===== config.mk =====
export PLATFORM = sky130hd
export DESIGN_NAME = cnt_seq_ctrl_flat
export DESIGN_NICKNAME = d
export VERILOG_FILES = /design/src/rtl/cnt_seq_pkg.sv /design/src/rtl/cnt_seq_ctrl_if.sv /design/src/rtl/cnt_seq_ctrl_ce_presc.sv /design/src/rtl/cnt_seq_ctrl.sv /design/src/flat_wrapper.sv
export SDC_FILE = /design/constraint.sdc
export NUM_CORES = 1
export LEC_CHECK = 0
export CELL_PAD_IN_SITES_DETAIL_PLACEMENT = 0
export CELL_PAD_IN_SITES_GLOBAL_PLACEMENT = 1
export CORE_MARGIN = 10
export CORE_UTILIZATION = 38
export CTS_BUF_LIST = sky130_fd_sc_hd__clkbuf_16
export DETAILED_ROUTE_END_ITERATION = 10
export PLACE_DENSITY_LB_ADDON = 0.12
export RECOVER_POWER = 50
export SLEW_MARGIN = 20
export SYNTH_ARGS = -nofsm -noshare
export SYNTH_HDL_FRONTEND = slang
export SYNTH_SLANG_ARGS = --single-unit

===== constraint.sdc =====
create_clock -name clk -period 3.53 [get_ports clk]
set_input_delay 0.706 -clock clk [delete_from_list [all_inputs] [get_ports clk]]
set_output_delay 0.706 -clock clk [all_outputs]
set_load 0.02 [all_outputs]

===== src/rtl/cnt_seq_pkg.sv =====
// cnt_seq_pkg: shared definitions for the counter-chain sequencer.
//   - state encodings of the sequencer FSM (also exported as a debug port)
//   - default widths for the prescaler (PW) and the counter chain (N)
package cnt_seq_pkg;

    localparam int PW_DEF = 8;   // prescaler width, divide ratio = presc+1
    localparam int N_DEF  = 16;  // counter-chain width, multiple of 4

    typedef enum logic [1:0] {
        ST_IDLE = 2'd0,
        ST_CLR  = 2'd1,
        ST_RUN  = 2'd2,
        ST_HOLD = 2'd3
    } state_e;

endpackage


===== src/rtl/cnt_seq_ctrl_if.sv =====
// cnt_seq_ctrl_if: bundle between the register/control side, the sequencer
// and the counter chain.
//   control -> seq : start, stop, mode, presc, limit
//   chain   -> seq : cnt_q
//   seq     -> out : cnt_ce, cnt_clr (to chain), busy, done, state, pc (debug)
// Modports: master = control/chain side, slave = sequencer.
interface cnt_seq_ctrl_if #(
    parameter int PW = cnt_seq_pkg::PW_DEF,
    parameter int N  = cnt_seq_pkg::N_DEF
);
    logic                  start;
    logic                  stop;
    logic                  mode;
    logic [PW-1:0]         presc;
    logic [N-1:0]          limit;
    logic [N-1:0]          cnt_q;
    logic                  cnt_ce;
    logic                  cnt_clr;
    logic                  busy;
    logic                  done;
    cnt_seq_pkg::state_e   state;
    logic [PW-1:0]         pc;

    modport master (
        output start, stop, mode, presc, limit, cnt_q,
        input  cnt_ce, cnt_clr, busy, done, state, pc
    );

    modport slave (
        input  start, stop, mode, presc, limit, cnt_q,
        output cnt_ce, cnt_clr, busy, done, state, pc
    );
endinterface


===== src/rtl/cnt_seq_ctrl_ce_presc.sv =====
// ce_presc: PW-bit prescaler that paces the counter chain.
//   clk, clr_n : clock, asynchronous active-low reset
//   clear      : synchronous reset of pc to 0 (wins over run)
//   run        : advance pc this cycle; pc counts 0..presc and wraps
//   presc      : terminal prescaler value
//   pc         : current prescaler count
//   wrap       : pc == presc, i.e. this cycle is a count window
module ce_presc
    import cnt_seq_pkg::*;
#(
    parameter int PW = PW_DEF
) (
    input  logic          clk,
    input  logic          clr_n,
    input  logic          clear,
    input  logic          run,
    input  logic [PW-1:0] presc,
    output logic [PW-1:0] pc,
    output logic          wrap
);

    assign wrap = (pc == presc);

    always_ff @(posedge clk or negedge clr_n) begin
        if (!clr_n)
            pc <= '0;
        else if (clear)
            pc <= '0;
        else if (run)
            pc <= wrap ? '0 : pc + 1'b1;
    end

endmodule


===== src/rtl/cnt_seq_ctrl.sv =====
// cnt_seq_ctrl: sequencer for a cascaded 4-bit-stage counter chain.
// Owns the chain's CE and synchronous clear, paces counting through a
// prescaler and stops (one-shot) or reloads (auto-reload) at a limit.
//   clk, clr_n : clock, asynchronous active-low reset
//   bus        : cnt_seq_ctrl_if.slave
//     start/stop  : run control, stop has priority
//     mode        : 0 one-shot, 1 auto-reload
//     presc/limit : settings, latched on every entry to CLR
//     cnt_q       : chain Q, monitored for the terminal compare
//     cnt_ce      : CE to the first chain stage
//     cnt_clr     : synchronous clear to all chain stages
//     busy, done  : status; done is a one-cycle pulse after terminal count
//     state, pc   : debug
module cnt_seq_ctrl
    import cnt_seq_pkg::*;
#(
    parameter int PW = PW_DEF,
    parameter int N  = N_DEF
) (
    input logic           clk,
    input logic           clr_n,
    cnt_seq_ctrl_if.slave bus
);

    state_e        state_q, state_d;
    logic          mode_s;
    logic [PW-1:0] presc_s;
    logic [N-1:0]  limit_s;
    logic          done_q, done_d;
    logic          load;
    logic          is_run;
    logic          wrap;
    logic          term;
    logic [PW-1:0] pc;

    assign is_run = (state_q == ST_RUN);

    // The chain is expected to sit exactly on limit_s at the terminal
    // window; >= keeps an out-of-range chain from running away.
    assign term = is_run && wrap && (bus.cnt_q >= limit_s);

    ce_presc #(.PW(PW)) u_presc (
        .clk   (clk),
        .clr_n (clr_n),
        .clear (state_q == ST_CLR),
        .run   (is_run),
        .presc (presc_s),
        .pc    (pc),
        .wrap  (wrap)
    );

    always_comb begin
        state_d = state_q;
        load    = 1'b0;
        done_d  = 1'b0;
        case (state_q)
            ST_IDLE: begin
                if (bus.start && !bus.stop) begin
                    state_d = ST_CLR;
                    load    = 1'b1;
                end
            end
            ST_CLR: state_d = ST_RUN;
            ST_RUN: begin
                // stop outranks the terminal count: the sequence pauses
                // and the terminal window is revisited after resume.
                if (bus.stop) begin
                    state_d = ST_HOLD;
                end else if (term) begin
                    done_d = 1'b1;
                    if (mode_s) begin
                        state_d = ST_CLR;
                        load    = 1'b1;
                    end else begin
                        state_d = ST_IDLE;
                    end
                end
            end
            ST_HOLD: begin
                if (bus.stop)
                    state_d = ST_IDLE;
                else if (bus.start)
                    state_d = ST_RUN;
            end
            default: state_d = ST_IDLE;
        endcase
    end

    always_ff @(posedge clk or negedge clr_n) begin
        if (!clr_n) begin
            state_q <= ST_IDLE;
            done_q  <= 1'b0;
            mode_s  <= 1'b0;
            presc_s <= '0;
            limit_s <= '0;
        end else begin
            state_q <= state_d;
            done_q  <= done_d;
            if (load) begin
                mode_s  <= bus.mode;
                presc_s <= bus.presc;
                limit_s <= bus.limit;
            end
        end
    end

    // CE is combinational so the chain increments on the same edge that
    // closes the count window.
    assign bus.cnt_ce  = is_run && wrap && !term;
    assign bus.cnt_clr = (state_q == ST_CLR);
    assign bus.busy    = (state_q != ST_IDLE);
    assign bus.done    = done_q;
    assign bus.state   = state_q;
    assign bus.pc      = pc;

endmodule


===== src/flat_wrapper.sv =====
// flat-port wrapper written by rule: the top's interface ports become plain ports
module cnt_seq_ctrl_flat import cnt_seq_pkg::*;
#(
    parameter int PW = PW_DEF,
    parameter int N  = N_DEF
)
  (clk, clr_n, bus_start, bus_stop, bus_mode, bus_presc, bus_limit, bus_cnt_q, bus_cnt_ce, bus_cnt_clr, bus_busy, bus_done, bus_state, bus_pc);
  cnt_seq_ctrl_if #(.PW(PW), .N(N)) bus_i ();
  input logic clk;
  input logic clr_n;
  input wire logic [$bits(bus_i.start)-1:0] bus_start;
  input wire logic [$bits(bus_i.stop)-1:0] bus_stop;
  input wire logic [$bits(bus_i.mode)-1:0] bus_mode;
  input wire logic [$bits(bus_i.presc)-1:0] bus_presc;
  input wire logic [$bits(bus_i.limit)-1:0] bus_limit;
  input wire logic [$bits(bus_i.cnt_q)-1:0] bus_cnt_q;
  output wire logic [$bits(bus_i.cnt_ce)-1:0] bus_cnt_ce;
  output wire logic [$bits(bus_i.cnt_clr)-1:0] bus_cnt_clr;
  output wire logic [$bits(bus_i.busy)-1:0] bus_busy;
  output wire logic [$bits(bus_i.done)-1:0] bus_done;
  output wire logic [$bits(bus_i.state)-1:0] bus_state;
  output wire logic [$bits(bus_i.pc)-1:0] bus_pc;
  assign bus_i.start = bus_start;
  assign bus_i.stop = bus_stop;
  assign bus_i.mode = bus_mode;
  assign bus_i.presc = bus_presc;
  assign bus_i.limit = bus_limit;
  assign bus_i.cnt_q = bus_cnt_q;
  assign bus_cnt_ce = bus_i.cnt_ce;
  assign bus_cnt_clr = bus_i.cnt_clr;
  assign bus_busy = bus_i.busy;
  assign bus_done = bus_i.done;
  assign bus_state = bus_i.state;
  assign bus_pc = bus_i.pc;
  cnt_seq_ctrl #(.PW(PW), .N(N)) u_core (.clk(clk), .clr_n(clr_n), .bus(bus_i));
endmodule

==> flow_metrics.tcl, run 1 <==
set metrics [dict create \
    outcome "finished with violations" \
    violations "capacitance limit, slew limit" \
    critPathMaxStageDelay_ns 0.46 \
    syn-num-nets 262 \
    async_flop_share 1.000 \
    core_area_mm2 0.005608 \
    peakVddDrop_mv 0.3480 \
    syn_avg_cell_area_um2 11.39 \
    yosys_warnings 0 \
    power_uw 2340 \
    dieArea_mm2 0.009339 \
    insertion_delay_ns 0.28 \
    numPortBuffers 58 \
    powerDensity_mw_per_mm2 762.3 \
    grt_max_degree 37 \
    grt_usage 0.1098 \
    fin_crit_ns 3.387 \
    slew_viol_final 37 \
    dr.pass1.iters 4 \
    finalInstanceArea_mm2 0.003069 \
    arrival_ns 2.68 \
    die_x_um 96.64 \
    grt_pass1_vias 1731 \
    cp-startpoint "bus_cnt_q[0]" \
    grt_overflow 0 \
    min_path_cells 1 \
    clock_sinks 36 \
    rrSetupSlack_ns 0.80 \
    post-route-drc-count 0 \
    p_leak_uw 0.001422 \
    dp_hpwl_mm 3.815 \
    crit_end "bus_cnt_ce" \
    die_y_um 96.64 \
    place_congestion 0.8181 \
    grt_pass1_wl_mm 8.604 \
    r2r-start "u_core.limit_s[11]" \
    cts_hold_repair.buffers 0 \
    drt_iter0_markers 61 \
    timing_hold_violations_final 0 \
    cts_tree "yes" \
    postRouteAntennaNets 0 \
    num_vias 1630 \
    min_path_type "flip-flop to flip-flop" \
    synth_seq_cells 36 \
    row_count 27 \
    cpLargestDelayFamily "buffers and inverters" \
    vias_per_cell 4.880 \
    cts.path.max_buffers 2 \
    drv_cap 1 \
    path_depth 10 \
    areaGrowthSynthToFinish_pct 37.50 \
    fmax_mhz 295.2 \
    pre_cts_slack_ns -0.5548 \
    reg2reg_to "u_core.limit_s[14]" \
    timing.critical_path.buf_inv 4 \
    layout.nets 327 \
    ys_dominant_reg_cell "dfrtp_1" \
    cts.clk_slew.worst_paths_ns 0.06 \
    finalCritPeriodShare 0.9596 \
    cp-start-kind "primary input" \
    diodes 0 \
    wl_per_cell_um 15.22 \
    final_util 0.5473 \
    io_pins 59 \
    synth_area_mm2 0.002232 \
    htreeDepth 2 \
    setup_slack_ns 0.1427 \
    layout_common_cells "clkdlybuf4s50_1, dfrtp_1, inv_1, ha_1, mux2_4" \
    setup_viol 0 \
    dpl-instance-area_mm2 0.002889 \
    final_common_cell "clkdlybuf4s50_1" \
    required_ns 2.82 \
    tightestPinTransition_ns 1.946 \
    skew_ns 0.007369 \
    crit_chain "clkdlybuf4s50_1 -> inv_1 -> ha_1 -> nand2b_1 -> a2111oi_4 -> buf_4 -> nor4_2 -> nor4_4 -> and3_4 -> buf_2" \
    initial_core_util 0.3980 \
    cts_made_buffers 5 \
    antenna_found_initial 0 \
    netlist_instances 196 \
    rr_worst_depth 10 \
    synth_edf_count 0 \
    crit_path_top_delay_cell "clkdlybuf4s50_1" \
    rsz0062_at_grt "no" \
    path_max_fanout 2 \
    cp-end-kind "output pin" \
    root_buffer "clkbuf_16" \
    drt_wl_total_mm 5.084 \
    drive_gt1_frac 0.1679 \
    seq_area_frac_synth 0.4036 \
    critical_path_class "primary input to output pin" \
    yosysUniqueCellTypes 45 \
    tns_ns 0 \
    maxSlewHeadroom -0.2976 \
]
## routing by layer
metal | GRT usage | up-vias | wire length, um
met4 | 0.02818 | 0 | 51
met1 | 0.1399 | 757 | 2381
li1 | - | 822 | -
met3 | 0.04400 | 7 | 317
met2 | 0.1677 | 44 | 2334
met5 | 0 | - | 0
## worst register-to-register path: stages, from the launching register on
cell	delay, ns
dfrtp_1	0.35
inv_1	0.05
ha_1	0.29
and4_1	0.25
o211ai_1	0.12
nor4_2	0.35
nor4_4	0.06
buf_4	0.17
o41a_2	0.46
buf_12	0.18
mux2_4	0.33
## registers in the layout (all words and copies together), names as in the netlist
register and flops:
u_core.mode_s 1, u_core.bus.done 1, u_core.limit_s 16, u_core.bus.state 2, u_core.u_presc.pc 8, u_core.presc_s 8
## stage by stage
| stage | hold WS (ns) | std cells |
|---|---|---|
| after global placement | 0.4924 | 326 |
| final | 0.5079 | 334 |
| after floorplan | 0.4104 | 196 |
| after global routing | 0.5193 | 334 |
| after detailed placement | 0.4925 | 326 |
| after CTS | 0.5095 | 334 |
## where the power goes
part	total (uW)	internal [uW]	switching (uW)	leakage [uW]
clock	492	329	163	0.0000850
sequential	748	594	154	0.000444
combinational	1100	623	477	0.000894
## cell families (layout without fill, tap and decap cells)
| family | after synthesis | count (layout) | share of synthesized area |
|---|---|---|---|
| compound gates | 29 | 29 | 0.09810 |
| xor+xnor | 11 | 11 | 0.04316 |
| fa+ha+maj | 21 | 21 | 0.1177 |
| buf+inv | 31 | 97 | 0.07062 |
| flops | 36 | 36 | 0.4036 |
| mux | 25 | 25 | 0.1592 |
| simple gates | 43 | 43 | 0.1076 |
## worst min path at each step
| stage | startpoint | end |
|---|---|---|
| after global routing | u_core.limit_s[3] | u_core.limit_s[3] |
| after CTS | u_core.limit_s[9] | u_core.limit_s[9] |
| after detailed placement | u_core.limit_s[9] | u_core.limit_s[9] |
| after floorplan | clr_n | u_core.bus.done |
| final | u_core.limit_s[5] | u_core.limit_s[5] |
| after global placement | u_core.limit_s[5] | u_core.limit_s[5] |
## layout make-up
type	count	area, um^2
Clock buffer	5	125.1
Clock inverter	3	38.79
Fill cell	519	2539
Inverter	26	97.59
Multi-Input combinational cell	129	1197
Sequential cell	36	900.9
Tap cell	72	90.09
Timing Repair Buffer	63	619.3
## cell usage after synthesis (all sizes together) (2+ instances only)
cell type	n	area share
buf	4	0.025
and3	2	0.0062
nor3	2	0.0045
o211ai	2	0.0067
a211oi	3	0.010
nor2	10	0.017
nor4	2	0.015
mux2	24	0.15
nand2	7	0.012
nand4	5	0.014
inv	26	0.044
a21o	2	0.0067
xnor2	9	0.035
nor2b	3	0.0084
xor2	2	0.0078
o21ai	4	0.0090
dfrtp	36	0.40
nand2b	3	0.0084
nand3	7	0.016
o22ai	3	0.0084
ha	21	0.12
## repair_timing
| item | CTS | global route |
|---|---|---|
| buffers inserted | 0 | 0 |
| resized for setup | 6 | 2 |
| pin swaps | 1 | 1 |
| setup endpoints to repair | 1 | 1 |
Power figures use the tool's default switching activity.
==> run 2: changes to the inputs <==
- CORE_MARGIN: 10 -> 5
==> run 2 against run 1 <==
The run still ends with capacitance limit, slew limit left. Register-to-register slack lost 0.04 ns. Sequential power decreased by 0.5%. Cell count rose by 1.5%. Core utilization is 2.3 points lower. Critical path depth stayed put. Via count rose by 0.43%. Global-route usage grew 2.6 points.
==> flow_metrics.tcl, run 2 (synthesis results as in run 1) <==
set metrics [dict create \
    outcome "finished with violations" \
    violations "capacitance limit, slew limit" \
    grt_max_degree 37 \
    numPortBuffers 58 \
    p_leak_uw 0.001413 \
    worst_hold_slack_ns 0.5034 \
    cts_hold_repair.buffers 0 \
    required_ns 2.82 \
    cp-startpoint "bus_cnt_q[0]" \
    die_x_um 86.64 \
    areaGrowthSynthToFinish_pct 36.72 \
    root_buffer "clkbuf_16" \
    layout_common_cells "clkdlybuf4s50_1, dfrtp_1, inv_1, ha_1, mux2_4" \
    cp-end-kind "output pin" \
    cts.clk_slew.worst_paths_ns 0.05 \
    fin_crit_ns 3.415 \
    finalCritPeriodShare 0.9676 \
    dp_hpwl_mm 3.536 \
    path_max_fanout 2 \
    fmax_mhz 292.8 \
    grt_pass1_vias 1650 \
    final_common_cell "clkdlybuf4s50_1" \
    critical_path_class "primary input to output pin" \
    powerDensity_mw_per_mm2 741.7 \
    io_pins 59 \
    rsz0062_at_grt "no" \
    grt_pass1_wl_mm 7.914 \
    antenna_found_initial 0 \
    largest_register_ff_count 16 \
    drt_wl_total_mm 4.733 \
    arrival_ns 2.71 \
    rrSetupSlack_ns 0.76 \
    grt_usage 0.1354 \
    grt_overflow 0 \
    place_congestion 0.7497 \
    peakVddDrop_mv 0.4146 \
    cp-start-kind "primary input" \
    dr.pass1.iters 4 \
    hold_path.startpoint "u_core.limit_s[15]" \
    reg2reg_to "u_core.limit_s[8]" \
    die_y_um 86.64 \
    pre_cts_slack_ns -0.4963 \
    diodes 0 \
    cts_setup_buffers 0 \
    slew_viol_final 37 \
    rr_worst_depth 10 \
    timing_hold_violations_final 0 \
    skew_ns 0.002346 \
    wl_per_cell_um 13.96 \
    setup_slack_ns 0.1145 \
    top_regs "u_core.limit_s x16, u_core.presc_s x8, u_core.u_presc.pc x8" \
    layout.nets 329 \
    cts.path.max_buffers 2 \
    tightestPinTransition_ns 2.015 \
    r2r-start "u_core.limit_s[9]" \
    core_area_mm2 0.005816 \
    cts_tree "yes" \
    vias_per_cell 4.829 \
    drv_cap 1 \
    min_to "u_core.limit_s[15]" \
    max_flop_register "u_core.limit_s" \
    setup_viol 0 \
    num_vias 1637 \
    min_path_type "flip-flop to flip-flop" \
    clock_sinks 36 \
    initial_core_util 0.3838 \
    insertion_delay_ns 0.27 \
    maxSlewHeadroom -0.3436 \
    drive_gt1_frac 0.1705 \
    dieArea_mm2 0.007506 \
    min_path_cells 1 \
    drt_iter0_markers 40 \
    postRouteAntennaNets 0 \
    row_count 28 \
    post-route-drc-count 0 \
    htreeDepth 2 \
    cts_made_buffers 5 \
]
[run 2: changes by cell type in the layout (fill, tap and decap cells not counted)]
cell        before  now
buf_4            4    6
a2111oi_2        0    1
a2111oi_4        1    0
bufinv_16        1    0
clkinv_1         0    1
clkinv_2         1    0
clkinvlp_4       0    1
[run 2: repair_timing]
action | in CTS | in global routing
endpoints found under the setup margin | 1 | 1
gates cloned | 0 | 0
gates resized for setup | 7 | 0
pin swaps | 1 | 1
[run 2: final cells by class]
class | count | area (um^2)
sequential | 36 | 900.9
inverter | 26 | 97.59
fill | 578 | 2764
timing repair buffer | 65 | 634.4
clock inverter | 3 | 15.01
tap | 75 | 93.84
multi-input combinational | 129 | 1185
clock buffer | 5 | 125.1
[run 2: critical path, stage by stage]
cell	delay [ns]
clkdlybuf4s50_1	0.45
inv_1	0.04
ha_1	0.27
nand2b_1	0.16
a2111oi_2	0.32
buf_4	0.17
nor4_2	0.05
nor4_4	0.18
and3_4	0.22
buf_2	0.15
[run 2: layer usage]
metal / track usage / part of all wire / up-vias
li1: - / - / 825
met1: 0.1817 / 0.49 / 764
met2: 0.2128 / 0.45 / 43
met3: 0.03612 / 0.054 / 5
met4: 0.04249 / 0.010 / 0
met5: 0 / 0 / -
[run 2: how the worst max path moves through the flow]
stage | end | slack (ns) | cells past startpoint
after floorplan | bus_cnt_ce | 0.47 | 7
after CTS | bus_cnt_ce | 0.06 | 10
after global placement | bus_cnt_ce | -0.52 | 10
after global routing | bus_cnt_ce | 0.02 | 10
after detailed placement | bus_cnt_ce | -0.50 | 10
final | bus_cnt_ce | 0.11 | 10
[run 2: power breakdown]
part           leakage, uW  switching [uW]  internal, uW
logic             0.000901             477           620
registers         0.000444             150           594
clock network    0.0000687             166           256
[run 2: stage by stage]
| stage | total power (uW) | util | TNS [ns] | std cells | instance area, um^2 |
|---|---|---|---|---|---|
| after floorplan | 1504 | - | 0 | 196 | 2232 |
| final | 2263 | 0.5247 | 0 | 339 | 3052 |
| after detailed placement | 1840 | 0.5000 | -1.117 | 331 | 2908 |
| after global routing | 2451 | 0.5247 | 0 | 339 | 3052 |
| after CTS | 2296 | 0.5250 | 0 | 339 | 3053 |
| after global placement | 1838 | 0.5000 | -1.107 | 331 | 2908 |
